===== config.mk =====
export PLATFORM = sky130hd
export DESIGN_NAME = mem_port_arbiter
export DESIGN_NICKNAME = d
export VERILOG_FILES = /design/src/rtl/riscv_mem_pkg.sv /design/src/rtl/arb_wait_counter.sv /design/src/rtl/mem_port_arbiter.sv
export SDC_FILE = /design/constraint.sdc
export NUM_CORES = 1
export LEC_CHECK = 0
export CAP_MARGIN = 20
export CORE_MARGIN = 4
export CORE_UTILIZATION = 35
export CTS_CLUSTER_SIZE = 40
export DETAILED_ROUTE_END_ITERATION = 16
export GPL_TIMING_DRIVEN = 0
export PLACE_DENSITY = 0.77
export SYNTH_ARGS = -nofsm -noshare
export SYNTH_HDL_FRONTEND = slang
export SYNTH_SLANG_ARGS = --single-unit
export TNS_END_PERCENT = 20

===== constraint.sdc =====
create_clock -name clk -period 1.5 [get_ports clk]
set_clock_uncertainty 0.1 [all_clocks]
set_input_delay 0.225 -clock clk [delete_from_list [all_inputs] [get_ports clk]]
set_output_delay 0.225 -clock clk [all_outputs]
set_load 0.02 [all_outputs]

===== src/rtl/riscv_mem_pkg.sv =====
// Shared types and constants for the memory-port arbiter.
//   arb_state_e     : arbiter FSM states
//   owner_e         : which requester owns the outstanding access
//   TIMEOUT_DEFAULT : default wait limit, in cycles, for mem_rdy
//   WAIT_CW         : wait-counter width (covers TIMEOUT range 1..255)
package riscv_mem_pkg;

  typedef enum logic {
    ST_IDLE = 1'b0,
    ST_BUSY = 1'b1
  } arb_state_e;

  typedef enum logic {
    OWN_IF = 1'b0,
    OWN_LS = 1'b1
  } owner_e;

  localparam int unsigned TIMEOUT_DEFAULT = 15;
  localparam int unsigned WAIT_CW         = 8;

endpackage


===== src/rtl/arb_wait_counter.sv =====
// Wait counter for an outstanding memory access.
//   clk, rst_n : clock, async active-low reset
//   clr_i      : clear (asserted on entry into BUSY)
//   en_i       : count one BUSY cycle that had no mem_rdy
//   tc_o       : the current cycle is the TIMEOUT-th wait cycle; if mem_rdy
//                is still low now, the access times out at the next edge
module arb_wait_counter
  import riscv_mem_pkg::*;
#(
  parameter int unsigned TIMEOUT = TIMEOUT_DEFAULT
) (
  input  logic clk,
  input  logic rst_n,
  input  logic clr_i,
  input  logic en_i,
  output logic tc_o
);

  localparam logic [WAIT_CW-1:0] TC_VAL = WAIT_CW'(TIMEOUT - 1);

  logic [WAIT_CW-1:0] cnt_q, cnt_d;

  always_comb begin
    cnt_d = cnt_q;
    if (clr_i) begin
      cnt_d = '0;
    end else if (en_i) begin
      cnt_d = cnt_q + WAIT_CW'(1);
    end
  end

  always_ff @(posedge clk or negedge rst_n) begin
    if (!rst_n) begin
      cnt_q <= '0;
    end else begin
      cnt_q <= cnt_d;
    end
  end

  assign tc_o = (cnt_q == TC_VAL);

endmodule


===== src/rtl/mem_port_arbiter.sv =====
// Arbitrates a fetch port and a load/store port onto one memory port,
// one access outstanding at a time.
//   if_*  : fetch read requester (req/addr in; gnt/rvalid/err/rdata out)
//   ls_*  : load/store requester (req/we/be/addr/wdata in; gnt/rvalid/err/rdata out)
//   mem_* : shared memory port (req/we/be/addr/wdata out; rdy/rdata in)
// Optional build macro ARB_ROUND_ROBIN_EN: on simultaneous requests, grant
// the requester that was not granted last. Undefined: load/store always wins.
//
// state   | meaning
// IDLE    | no access outstanding; grant a requester combinationally
// BUSY    | mem_req held with latched fields until mem_rdy or timeout
module mem_port_arbiter
  import riscv_mem_pkg::*;
#(
  parameter int unsigned AW      = 32,
  parameter int unsigned DW      = 32,
  parameter int unsigned TIMEOUT = TIMEOUT_DEFAULT
) (
  input  logic            clk,
  input  logic            rst_n,
  input  logic            if_req_i,
  input  logic [AW-1:0]   if_addr_i,
  output logic            if_gnt_o,
  output logic            if_rvalid_o,
  output logic            if_err_o,
  output logic [DW-1:0]   if_rdata_o,
  input  logic            ls_req_i,
  input  logic            ls_we_i,
  input  logic [DW/8-1:0] ls_be_i,
  input  logic [AW-1:0]   ls_addr_i,
  input  logic [DW-1:0]   ls_wdata_i,
  output logic            ls_gnt_o,
  output logic            ls_rvalid_o,
  output logic            ls_err_o,
  output logic [DW-1:0]   ls_rdata_o,
  output logic            mem_req_o,
  output logic            mem_we_o,
  output logic [DW/8-1:0] mem_be_o,
  output logic [AW-1:0]   mem_addr_o,
  output logic [DW-1:0]   mem_wdata_o,
  input  logic            mem_rdy_i,
  input  logic [DW-1:0]   mem_rdata_i
);

  arb_state_e      state_q, state_d;
  owner_e          owner_q, owner_d;
  logic [AW-1:0]   addr_q, addr_d;
  logic            we_q, we_d;
  logic [DW/8-1:0] be_q, be_d;
  logic [DW-1:0]   wdata_q, wdata_d;
  logic            rvalid_q, rvalid_d;
  logic            err_q, err_d;
  logic [DW-1:0]   rdata_q, rdata_d;

  logic busy, pick_ls, if_gnt_c, ls_gnt_c, cnt_clr, tc;

  assign busy = (state_q == ST_BUSY);

  // owner_q doubles as "last granted" since it only changes on a grant.
`ifdef ARB_ROUND_ROBIN_EN
  assign pick_ls = ls_req_i && (!if_req_i || (owner_q == OWN_IF));
`else
  assign pick_ls = ls_req_i;
`endif

  arb_wait_counter #(.TIMEOUT(TIMEOUT)) u_wait (
    .clk   (clk),
    .rst_n (rst_n),
    .clr_i (cnt_clr),
    .en_i  (busy && !mem_rdy_i),
    .tc_o  (tc)
  );

  always_comb begin
    state_d  = state_q;
    owner_d  = owner_q;
    addr_d   = addr_q;
    we_d     = we_q;
    be_d     = be_q;
    wdata_d  = wdata_q;
    rvalid_d = 1'b0;
    err_d    = 1'b0;
    rdata_d  = '0;
    if_gnt_c = 1'b0;
    ls_gnt_c = 1'b0;
    cnt_clr  = 1'b0;
    case (state_q)
      ST_IDLE: begin
        if (if_req_i || ls_req_i) begin
          state_d = ST_BUSY;
          cnt_clr = 1'b1;
          if (pick_ls) begin
            ls_gnt_c = 1'b1;
            owner_d  = OWN_LS;
            addr_d   = ls_addr_i;
            we_d     = ls_we_i;
            be_d     = ls_be_i;
            wdata_d  = ls_wdata_i;
          end else begin
            if_gnt_c = 1'b1;
            owner_d  = OWN_IF;
            addr_d   = if_addr_i;
            we_d     = 1'b0;
            be_d     = '1;
            wdata_d  = '0;
          end
        end
      end
      ST_BUSY: begin
        if (mem_rdy_i) begin
          state_d  = ST_IDLE;
          rvalid_d = 1'b1;
          rdata_d  = we_q ? '0 : mem_rdata_i;
        end else if (tc) begin
          state_d  = ST_IDLE;
          rvalid_d = 1'b1;
          err_d    = 1'b1;
        end
      end
      default: state_d = ST_IDLE;
    endcase
  end

  always_ff @(posedge clk or negedge rst_n) begin
    if (!rst_n) begin
      state_q  <= ST_IDLE;
      owner_q  <= OWN_IF;
      addr_q   <= '0;
      we_q     <= 1'b0;
      be_q     <= '0;
      wdata_q  <= '0;
      rvalid_q <= 1'b0;
      err_q    <= 1'b0;
      rdata_q  <= '0;
    end else begin
      state_q  <= state_d;
      owner_q  <= owner_d;
      addr_q   <= addr_d;
      we_q     <= we_d;
      be_q     <= be_d;
      wdata_q  <= wdata_d;
      rvalid_q <= rvalid_d;
      err_q    <= err_d;
      rdata_q  <= rdata_d;
    end
  end

  // Grants are combinational from the requests, so gate them with reset to
  // keep every output low while rst_n is asserted.
  assign if_gnt_o = rst_n && if_gnt_c;
  assign ls_gnt_o = rst_n && ls_gnt_c;

  // owner_q still names the finished access in the response cycle: a grant
  // made in that same cycle only updates it at the following edge.
  assign if_rvalid_o = rvalid_q && (owner_q == OWN_IF);
  assign if_err_o    = err_q && (owner_q == OWN_IF);
  assign if_rdata_o  = (owner_q == OWN_IF) ? rdata_q : '0;
  assign ls_rvalid_o = rvalid_q && (owner_q == OWN_LS);
  assign ls_err_o    = err_q && (owner_q == OWN_LS);
  assign ls_rdata_o  = (owner_q == OWN_LS) ? rdata_q : '0;

  assign mem_req_o   = busy;
  assign mem_we_o    = busy && we_q;
  assign mem_be_o    = busy ? be_q : '0;
  assign mem_addr_o  = busy ? addr_q : '0;
  assign mem_wdata_o = busy ? wdata_q : '0;

endmodule

==> Yosys cells after proc, flatten, opt, wreduce, memory -nomap -nowiden <==
Index checks and enable logic that the tools add are counted.
Widths: inputs -> output; s select.
{ "classes": {"n_bitwise": 2, "n_mul": 0, "shift": 0, "n_addsub": 1, "n_reduce_logical": 12, "magnitude_cmp": 0, "muxes": 30, "eq_ne": 1, "n_div": 0} }
{ "op_table": {"columns": ["op", "count"], "rows": [
  ["$mux 32", 9],
  ["$mux 1", 16],
  ["$mux 8", 2],
  ["$add 8x1->8 const B", 1],
  ["$eq 8x4->1 const B", 1],
  ["$logic_and 1x1->1", 8],
  ["$mux 4", 2],
  ["$not 1->1", 2],
  ["$pmux 1 s2", 1],
  ["$reduce_and 2->1", 1],
  ["$reduce_bool 2->1", 1],
  ["$logic_not 1->1", 1],
  ["$logic_or 1x1->1", 1]
]} }
{ "word_totals": {"n_memories": 0, "wordCells": 56, "latch_bits": 0, "out_inout_bits": 140, "mem_bits_rw": 0, "inputBits": 138, "mem_bits_ro": 0, "regBits": 113} }

==> Logic depth before layout (Yosys ltp) <==
Gate-level depths: netlist (run 1).
{ "depth": {"ltp_word": 4, "ltp_mapped": 6, "ltp_nobuf": 5} }

==> Cells and area by module <==
A second synthesis (run 1) with hierarchy kept.
{ "hier_totals": {"hier_cells": 476, "area_unflattened_um2": 5459.0} }
{ "by_module_without_submodules": {"columns": ["module", "seq_area_each_um2", "instances", "cells_each", "area_each_um2"], "rows": [
  ["mem_port_arbiter", 2627.5, 1, 434, 5032.3],
  ["arb_wait_counter", 200.2, 1, 42, 426.7]
]} }

==> Worst setup path after synthesis (run 1) <==
OpenSTA, ideal clock, no wires.
{ "synth_path": {"path_kind": "reg2out", "startpoint": "register state_q, in the netlist mem_req_o", "endpoint": "output if_gnt_o", "n_path_buf": 1, "required_ns": 1.175, "setup_slack_ns": -0.332, "arrival_time_ns": 1.507, "stages_incl_launch_ff": 3, "path_cell_list": "dfrtp_1 > clkbuf_1 > nor4b_1"} }
{ "synth_via": {"elab_chain_len": 2} }
{ "synth_lines": {"columns": ["item", "line_no", "source"], "rows": [
  ["from (decl)", "mem_port_arbiter.sv:45", "arb_state_e state_q, state_d;"],
  ["from (signal assigned)", "mem_port_arbiter.sv:136", "state_q <= state_d;"],
  ["$mux 1", "mem_port_arbiter.sv:87", "case (state_q)"],
  ["$logic_and 1x1->1", "mem_port_arbiter.sv:150", "assign if_gnt_o = rst_n && if_gnt_c;"],
  ["to (decl)", "mem_port_arbiter.sv:23", "output logic if_gnt_o,"]
]} }
No other way between the ends.

==> Worst setup path in the final report (run 1) <==
Same ends and word-level chain as after synthesis.

==> results of run 1 <==
-- synthesized netlist by cell type, types with 4 or more instances --
cell / instances / share of area (%)
o21ai_0: 39 / 3.7
nand3_1: 6 / 0.57
o22a_1: 4 / 0.66
buf_2: 6 / 0.57
nor2b_1: 35 / 4.1
clkbuf_1: 23 / 1.6
a22o_1: 33 / 5.5
dfrtp_1: 113 / 53
mux2i_1: 34 / 6.4
buf_4: 8 / 1.1
nand2_1: 39 / 2.8
and2_1: 136 / 16
-- final cells by class --
class	instances	area share, %
multi-input cells	350	26.6
clock buffers	22	5.19
plain buffers	38	4.86
repair buffers	290	29.3
well taps	184	2.42
clock inverters	9	1.85
inverters	3	0.118
flip-flops and latches	113	29.7
-- logic make-up (layout without fill, tap and decap cells) --
family | Yosys count | after routing | synth area share (%)
AOI/OAI and AO/OA | 82 | 82 | 10.5
adders and majority gates | 2 | 2 | 0.473
buffers and inverters | 41 | 362 | 3.76
DFF | 113 | 113 | 53.4
muxes | 34 | 34 | 6.43
and+or+nand+nor | 232 | 232 | 25.4
-- metrics by stage --
stage / total power [W] / cell area, sq um
after floorplan: 0.00662 / 5300
after CTS: 0.0143 / 9360
after detailed placement: 0.00898 / 8320
final: 0.0145 / 9530
after global routing: 0.0152 / 9530
after global placement: 0.00885 / 8300
-- state kept, by name, indices dropped and copies added, names as in the netlist --
register,flops
mem_req_o,1
owner_q,1
rvalid_q,1
be_q,4
addr_q,32
rdata_q,32
err_q,1
u_wait.cnt_q,8
we_q,1
wdata_q,32
-- worst register-to-register path: stages, from the launching register on --
cell	delay, ns
dfrtp_2	0.44
inv_1	0.07
ha_1	0.14
or4b_4	0.48
nor3_2	0.16
o21ai_0	0.10
-- timing repair --
action | CTS | global route
pin swaps | 0 | 1
endpoints found under the setup margin | 214 | 244
endpoints found under the hold margin | 40 | 40
resized for setup | 802 | 105
setup buffers | 7 | 2
gates cloned | 3 | 1
-- where the power goes --
part	internal [W]	switching (W)
sequential	0.00379	0.000484
combinational	0.00304	0.00264
clock	0.00315	0.00137
total	0.00999	0.00450
-- worst max-delay path by stage --
stage / start / end / slack, ns / depth (start not counted)
3_5_place_dp: rst_n / if_gnt_o / -0.90 / 4
3_3_place_gp: rst_n / if_gnt_o / -4.55 / 3
2_1_floorplan: u_wait.cnt_q[0] / mem_req_o / -0.03 / 5
6_report: mem_req_o / if_gnt_o / -0.33 / 3
5_1_grt: mem_req_o / if_gnt_o / -0.36 / 3
4_1_cts: mem_req_o / mem_addr_o[25] / -0.33 / 4
-- per-layer routing --
layer  wire length, microns  part of all wire [%]  GRT usage (%)  up-vias
met2                   9150                    52           35.4      236
met1                   6530                    37           22.5     2309
met4                    632                   3.6           10.3        0
li1                       -                     -              -     2294
met3                   1330                   7.5           5.65       47
met5                      0                     0              0        -
==> results.ini, run 1 <==
[yosys]
synth-seq-area-share_pct = 53.4
postSynthCellCount = 504
ys_warn_count = 0
netlist_area_sq_um = 5300
synth_cell_types = 28
synth_enable_flop_cells = 0
synth_ff_type = dfrtp_1
syn_nets = 644
async_flop_share_pct = 100
syn_area_per_cell_sq_um = 10.5
ys_ff_latch = 113

[sta]
period_minus_slack_ns = 1.83
timing.final.crit_share_pct = 122
final.setup.tns_ns = -35.08
setup_viol = 163
rsz0062_at_grt = yes
max_freq_mhz = 548
worst_pin_slew_ns = 0.425
max_slew_margin_pct = 71.7
whs_ns = -0.361
worst_slack_ns = -0.326
drv_slew = 0
finalHoldViolCount = 57

[critical_path]
rr_worst_depth = 5
path_delay_family = flip-flops
crit_chain = clkbuf_8, nor4b_4, buf_4
crit_slowest_cell = dfrtp_2
arrival_ns = 1.50
crit_type = register to primary output
reg2reg_to = mem_req_o
r2r_slack_ns = -0.12
worstPathMaxFanout = 5
critPathLaunchType = register
setup.worst_path.end_class = primary output
cp_data_required_time_ns = 1.17
reg2reg_from = u_wait.cnt_q[0]
slowest_delay_ns = 0.44
cp.buffers_inverters = 2

[layout]
synthToLayoutAreaGrowth_pct = 80.0
instances_no_fill = 1009
final_cell_mix = 135 x clkdlybuf4s50_1, 110 x dfrtp_1, 82 x buf_6, 72 x and2_1, 64 x and2_4
multi_input_area_sq_um = 2530
regArea_sq_um = 2830
fill_cells = 1139
layout_commonest_cell = clkdlybuf4s50_1
n_antenna_cell = 0
final_layout_size_suffix_gt1_share_pct = 37.1
nNetsFinal = 953
utilization_pct = 64.8

[flow_run]
maxCapViolations = 0

[place]
preCtsSetupSlack_ns = -0.903
port_buffers = 276
dp_cells = 965
gp_congestion = 0.859
dpl.hpwl_mm = 13.0

[floorplanning]
io_pins = 278
dieWidth_microns = 131
die_area_sq_um = 17200
die_h_microns = 131
core_sq_um = 14700
initial_core_util_pct = 36.0
rows = 44

[global_routing]
grt_max_degree = 75
grt_pass1_vias = 5231
overflow = 0
grt_antenna_before_repair = 0
grtUsageTotal_pct = 20.3
grt_pass1_wl_mm = 26.7

[status]
outcome = finished, violations left
violations = hold timing, setup timing

[power_and_ir_drop]
ir_drop_v = 0.000739
power_leakage_nw = 4.58
powerDensity_nw_per_um2 = 1520

[route]
first_pass_iters = 5
drc = 0
drt_wl_total_mm = 17.6
wl_per_cell_microns = 17.5
vias = 4886
ant_nets = 0
vias_per_cell = 4.84
drtIter0Drc = 142

[clock_tree]
root_buffer = clkbuf_16
cts_buffer_depth = 2
clk_pin_slew_ns = 0.06
numCtsBuffers = 17
clk_latency_ns = 0.41
cts_htree_levels = 4
clock-sinks = 113
cts_tree = built

[worst_hold_path]
hold_class = input pin to asynchronous set/reset pin

No activity file was read; power rests on OpenSTA's default activity.
==> run 2: changes to the inputs <==
--- a/config.mk
+++ b/config.mk
@@ -10,8 +10,9 @@
 export CORE_UTILIZATION = 35
 export CTS_CLUSTER_SIZE = 40
 export DETAILED_ROUTE_END_ITERATION = 16
+export DONT_BUFFER_PORTS = 1
 export GPL_TIMING_DRIVEN = 0
-export PLACE_DENSITY = 0.77
+export PLACE_DENSITY = 0.53
 export SYNTH_ARGS = -nofsm -noshare
 export SYNTH_HDL_FRONTEND = slang
 export SYNTH_SLANG_ARGS = --single-unit
==> results.ini, run 2 (synthesized netlist as in run 1, its figures left out) <==
[status]
outcome = finished, violations left
violations = hold timing, setup timing

[floorplanning]
die_h_microns = 131
core_sq_um = 14700
io_pins = 278
rows = 44
initial_core_util_pct = 36.0
dieWidth_microns = 131
die_area_sq_um = 17200

[critical_path]
worstPathMaxFanout = 7
crit_type = register to primary output
reg2reg_from = mem_req_o
setup.worst_path.end = if_gnt_o
reg2reg_to = u_wait.cnt_q[7]
rr_worst_depth = 5
critPathLaunchType = register
cp_data_required_time_ns = 1.17
crit_start = mem_req_o
arrival_ns = 1.61
crit_slowest_cell = dfrtp_2
slowest_delay_ns = 0.52
r2r_slack_ns = -0.25
crit_chain = buf_8, nor4b_4
setup.worst_path.end_class = primary output

[clock_tree]
hold_buffers = 135
cts_htree_levels = 4
clk_pin_slew_ns = 0.05
cts_tree = built
root_buffer = clkbuf_16
clock-sinks = 113
numCtsBuffers = 17
clk_latency_ns = 0.41
cts_buffer_depth = 2

[layout]
final_layout_size_suffix_gt1_share_pct = 32.7
final_cell_mix = 135 x dlygate4sd3_1, 110 x dfrtp_1, 86 x and2_4, 39 x nand2_1, 39 x o21ai_0
synthToLayoutAreaGrowth_pct = 57.4
reg_top3 = addr_q (32), rdata_q (32), wdata_q (32)
n_antenna_cell = 0
nNetsFinal = 809
layout_commonest_cell = dlygate4sd3_1

[power_and_ir_drop]
power.share.sequential_pct = 33.0
power_leakage_nw = 3.80
ir_drop_v = 0.000744
p_int_w = 0.00874
swShare_pct = 33.4
powerDensity_nw_per_um2 = 1570
switchingPower_w = 0.00437
pwr-share-clk_pct = 31.0
combPwrFrac_pct = 36.0

[sta]
max_freq_mhz = 516
drv_slew = 0
worst_pin_slew_ns = 0.502
max_slew_margin_pct = 66.4
timing.final.crit_share_pct = 129
whs_ns = -0.591
setup_viol = 198
worst_slack_ns = -0.437
period_minus_slack_ns = 1.94
finalHoldViolCount = 113
rsz0062_at_grt = yes
final.setup.tns_ns = -41.02

[global_routing]
grt_pass1_vias = 4728
grtUsageTotal_pct = 19.6
grt_antenna_before_repair = 0
overflow = 0
grt_pass1_wl_mm = 25.4
grt_max_degree = 116

[flow_run]
maxCapViolations = 0

[place]
port_buffers = 0
dpl.hpwl_mm = 10.7
preCtsSetupSlack_ns = -0.478
gp_congestion = 0.774

[route]
vias = 4418
ant_nets = 0
drc = 0
drt_wl_total_mm = 17.5
vias_per_cell = 5.10
wl_per_cell_microns = 20.2
drtIter0Drc = 143
first_pass_iters = 4

[worst_hold_path]
hold_class = input pin to asynchronous set/reset pin

[run 2: changes by cell type in the layout (fill, tap and decap cells not counted), sizes merged]
cell / before / now
clkdlybuf4s50: 135 / 0
dlygate4sd3: 0 / 135
buf: 164 / 32
clkdlybuf4s15: 8 / 0
bufinv: 5 / 3
clkbuf: 42 / 44
clkinv: 3 / 2
clkinvlp: 1 / 0
dlygate4sd2: 1 / 0
[run 2: power by group through the flow]
stage               Combinational, W  Clock, W  Sequential, W
global route                 0.00505   0.00429        0.00441
CTS                          0.00424   0.00416        0.00428
detailed placement           0.00309         0        0.00426
global placement             0.00303         0        0.00423
floorplan                    0.00251         0        0.00411
finish                       0.00473   0.00406        0.00433
[run 2: final cells by class]
class	count	area, sq um
Fill cell	1225	6360
Sequential cell	113	2830
Multi-Input combinational cell	350	2790
Timing Repair Buffer	146	1470
Clock buffer	27	493
Buffer	38	408
Tap cell	184	230
Clock inverter	5	100
Inverter	3	11.3
[run 2: worst min path at each step]
stage | end | slack (ns) | cells past startpoint
finish | wdata_q[19] | -0.59 | 0
global route | wdata_q[12] | -0.62 | 0
CTS | addr_q[23] | -0.61 | 0
detailed placement | wdata_q[12] | -0.17 | 0
global placement | wdata_q[13] | -0.17 | 0
floorplan | addr_q[0] | -0.17 | 0
[run 2: metal layers]
layer  GRT usage [%]  vias up  share of wire [%]
li1                -     2006                  -
met1            21.3     2154                 37
met2            34.8      216                 52
met3            6.67       42                8.3
met4            8.29        0                2.6
met5               0        -                  0
[run 2: what timing repair did]
action | in CTS | in global routing
gates cloned | 4 | 1
pin swaps | 3 | 3
hold endpoints to repair | 218 | 113
gates resized for setup | 252 | 96
setup endpoints to repair | 248 | 240
buffers inserted | 1 | 5
[run 2: worst max-delay path, delay by kind of cell, from the launching register on]
family	cells	cell delay [ns]
buffers and inverters	1	0.18
DFF	1	0.52
and+or+nand+nor	1	0.50
[run 2: stage by stage]
step           cells  area (sq um)  total power (W)  utilization [%]  hold WS (ns)
6_report         866          8340           0.0131             56.7        -0.591
3_3_place_gp     688          5530          0.00726             37.6        -0.167
3_5_place_dp     688          5530          0.00735             37.6        -0.167
2_1_floorplan    504          5300          0.00662                -        -0.171
5_1_grt          866          8340           0.0138             56.7        -0.620
4_1_cts          860          8040           0.0127             54.7        -0.612
